===== config.mk =====
export PLATFORM = sky130hd
export DESIGN_NAME = pc_rv32i_n_vp
export DESIGN_NICKNAME = d
export VERILOG_FILES = /design/src/rtl/pc_rv32i_n_vp.sv
export SDC_FILE = /design/constraint.sdc
export NUM_CORES = 1
export LEC_CHECK = 0
export CORE_UTILIZATION = 42
export CTS_BUF_LIST = sky130_fd_sc_hd__clkbuf_8
export DETAILED_ROUTE_END_ITERATION = 16
export HOLD_SLACK_MARGIN = 0.1
export PLACE_DENSITY = 0.87
export SYNTH_ARGS = -nofsm -noshare
export SYNTH_HDL_FRONTEND = slang
export SYNTH_SLANG_ARGS = --single-unit

===== constraint.sdc =====
create_clock -name clock -period 1.2 [get_ports clock]
set_input_delay 0.12 -clock clock [delete_from_list [all_inputs] [get_ports clock]]
set_output_delay 0.12 -clock clock [all_outputs]
set_load 0.005 [all_outputs]

===== src/rtl/pc_rv32i_n_vp.sv =====
// Program counter register for an RV32I-style core.
// Holds one N-bit value. On each rising clock edge it either resets,
// loads pc_in, or holds.
// The reset input keeps its legacy name async_reset, but it acts
// synchronously: it only takes effect on a rising clock edge.
module pc_rv32i_n_vp #(
    parameter int             N           = 32,
    parameter logic [N-1:0]   RESET_VALUE = {N{1'b0}}
) (
    input  logic             clock,
    input  logic             async_reset,
    input  logic [N-1:0]     pc_in,
    input  logic             enabler,
    output logic [N-1:0]     pc_out
);

    logic [N-1:0] pc_q;
    logic [N-1:0] pc_d;

    // Next-state select: load pc_in when enabled, otherwise keep the current value.
    always_comb begin
        pc_d = pc_q;
        if (enabler == 1'b1) begin
            pc_d = pc_in;
        end else begin
            pc_d = pc_q;
        end
    end

    // PC register: synchronous reset takes priority over a load on the same edge.
    always_ff @(posedge clock) begin
        if (async_reset == 1'b1) begin
            pc_q <= RESET_VALUE;
        end else begin
            pc_q <= pc_d;
        end
    end

    assign pc_out = pc_q;

endmodule


# After elaboration in Yosys (flattened, before gate mapping)
# Index checks and enable logic that the tools add are counted.
# word_totals
reg_bits,32
elab_cells,1

# Longest topological paths before layout
# logic_depth
ltp_word,0
ltp_mapped,4
depth_no_buf,2

# Least setup slack after synthesis
# No wires, ideal clock.
# synth_timing
path_type,input to register
from,in enabler
to,"reg pc_q[0], in the netlist pc_out[0]"
setup_time_ns,0.128
arrival_ns,0.585
required_ns,1.072
path_slack_ns,0.487
cell_stages,4
n_path_buf,2
cell_sequence,buf_6 buf_12 mux2i_1 nor2_1
# synth_rtl
item,line,rtl
from (decl),13,"input logic enabler,"
to (signal assigned),35,pc_q <= pc_d;
to (decl),17,logic [N-1:0] pc_q;

# Worst setup path after layout
# layout_timing
from,"reg pc_q[17], in the netlist pc_out[17]"
to,out pc_out[17]
# layout_rtl
item,line,rtl
to (decl),14,output logic [N-1:0] pc_out
# No word-level cell between the ends.

==> results.tsv <==
metric	value	unit
IO Port Bufs	66	
Wirelength per Cell	14.22	um
die width	54.64	um
Initial Util	0.4572	
max FFs per register	32	
initial antenna violation count	0	
Antenna diodes	0	
IO Count	67	
Net Count, Synth	138	
Die Ht	54.64	um
Critical Path End Type	output pin	
syn_area_per_cell	11.30	um^2
final hold vios	0	
layout cells sized above 1	0.06977	
Seq/Total Area, Yosys	0.5505	
maximum clock path buffer count	2	
final antenna-violating net count	0	
max-slew violation count	0	
placed cell area	1814	um^2
Worst Path Class, Setup	flop to output pin	
Synth Cell Area	1164	um^2
Placed Cells	194	
measured slew at the worst slew-check pin	192.8	ps
Synth area leader	dfxtp_1	
Worst slew margin	0.8678	
CTS tree	done	
PD cells	1250	nW/um^2
H-tree Lvls	2	
GR Util All Layers	0.2189	
leakage	0.9504	nW
total die area	2985	um^2
Tmin final	1024	ps
CTS Buf Count	5	
Worst Skew	0	ps
grt ovf	0	
first-pass GRT wire length	4278	um
Startpoint Class	flop	
YS warnings	0	
Final GP Congestion	0.7552	
RSZ-0062 raised after global routing	false	
Synth area leaders	dfxtp_1, mux2i_1, nor2_1	
CP cell instances	dlygate4sd2_1	
dpl hpwl	1941	um
biggest cell delay along the critical path	350	ps
CP Max Fanout	2	
cts hold-fix bufs	0	
crit share post-route	0.8535	
fin nets	206	
Min-Delay Path Class	input port to flop	
1st-iter DRT viols	7	
dominant synthesized flop cell	dfxtp_1	
CP delay by family, top	flip-flops	
run status	completed	
area grow syn2layout	60.54	%
drt first pass iters	4	
number of setup violations in the final report	0	
Post-synth ARST share	0	
detailed-route via count	969	
Post-synth top cells	dfxtp_1, mux2i_1, nor2_1, buf_12, clkbuf_1	
FMAX	0.9764	GHz
clock root cell	clkbuf_8	
Yosys cell types	6	
largest net degree at the start of global routing	33	
Row Count	18	
Worst Path Buf+Inv	1	
Worst Path Arrival	900	ps
Worst VDD drop	1.238	mV
Post-synth EDFFs	0	
total core area	2545	um^2
Layout Cells excl Fill	202	
setup_tns	0	ps
Syn Inst Count	103	
CP required	1080	ps
Vias per Instance	4.797	
post-synth top area share	0.5505	
synthesized flop and latch total	32	
filler instances	215	
max cap viols	0	
Clock transition at path regs	60	ps
CP max stage cell	dfxtp_1	
vias in the first global route	927	
drt drc	0	
final WL	2873	um
post-layout instance area	1868	um^2
Clock Sink Count	32	
clk_lat worst skew	280	ps
kinds of logic after synthesis:
kind of cell  after synthesis  share of synthesized area
flops                      32                     0.5505
simple gates               32                     0.1032
buf+inv                     7                    0.07097
mux                        32                     0.2753
metrics by stage:
stage	util	hold WS (ps)	total power [W]	setup WS, ps
floorplan	-	192.4	0.001333	487.3
global placement	0.7129	473.5	0.001565	204.2
detailed placement	0.7129	482.7	0.001581	193.7
CTS	0.7340	384.9	0.002359	177.7
global route	0.7340	390.9	0.002450	153.1
finish	0.7340	387.1	0.002335	175.8
worst reg2reg max path, stage by stage, from the launching register on:
cell     delay (ps)
dfxtp_2         320
mux2i_1         180
nor2_1           60
area by class of cell:
type                       count  area [um^2]  area share
timing repair buffer          68        655.6      0.3510
tap                           30        37.54     0.02009
sequential                    32        644.4      0.3449
clock buffer                   6        82.58     0.04421
multi-input combinational     64        440.4      0.2358
clock inverter                 2        7.507    0.004019
power by group:
group / switching [W] / internal, W
Sequential: 0.0000315 / 0.00113
Clock: 0.000370 / 0.000450
Combinational: 0.000130 / 0.000226
Total: 0.000531 / 0.00180
path summary, 6_finish.rpt:
| check | from | to | slack, ps | cells past startpoint |
|---|---|---|---|---|
| max | pc_out[17] | pc_out[17] | 180 | 1 |
| max reg2reg | pc_out[29] | pc_out[29] | 530 | 2 |
| min | enabler | pc_out[31] | 390 | 4 |
| min reg2reg | pc_out[26] | pc_out[26] | 490 | 2 |
layer usage:
| metal | wire length (um) | global-route usage | vias up |
|---|---|---|---|
| met4 | 78 | 0.1026 | 0 |
| met5 | 0 | 0 | - |
| met3 | 208 | 0.08333 | 9 |
| met1 | 1099 | 0.2147 | 436 |
| met2 | 1486 | 0.3976 | 50 |
| li1 | - | - | 474 |
layout by cell type, fill, tap and decap left out:
cell,count
nor2_1,32
inv_1,2
clkdlybuf4s50_1,33
dlygate4sd2_1,32
mux2i_1,32
clkbuf_8,6
buf_2,1
dfxtp_1,29
buf_12,2
dfxtp_2,3
repair_timing:
item | CTS | global route
setup endpoints to repair | 32 | 0
resized for setup | 35 | 0
setup buffers | 0 | 0
(Power assumes the default switching activity.)
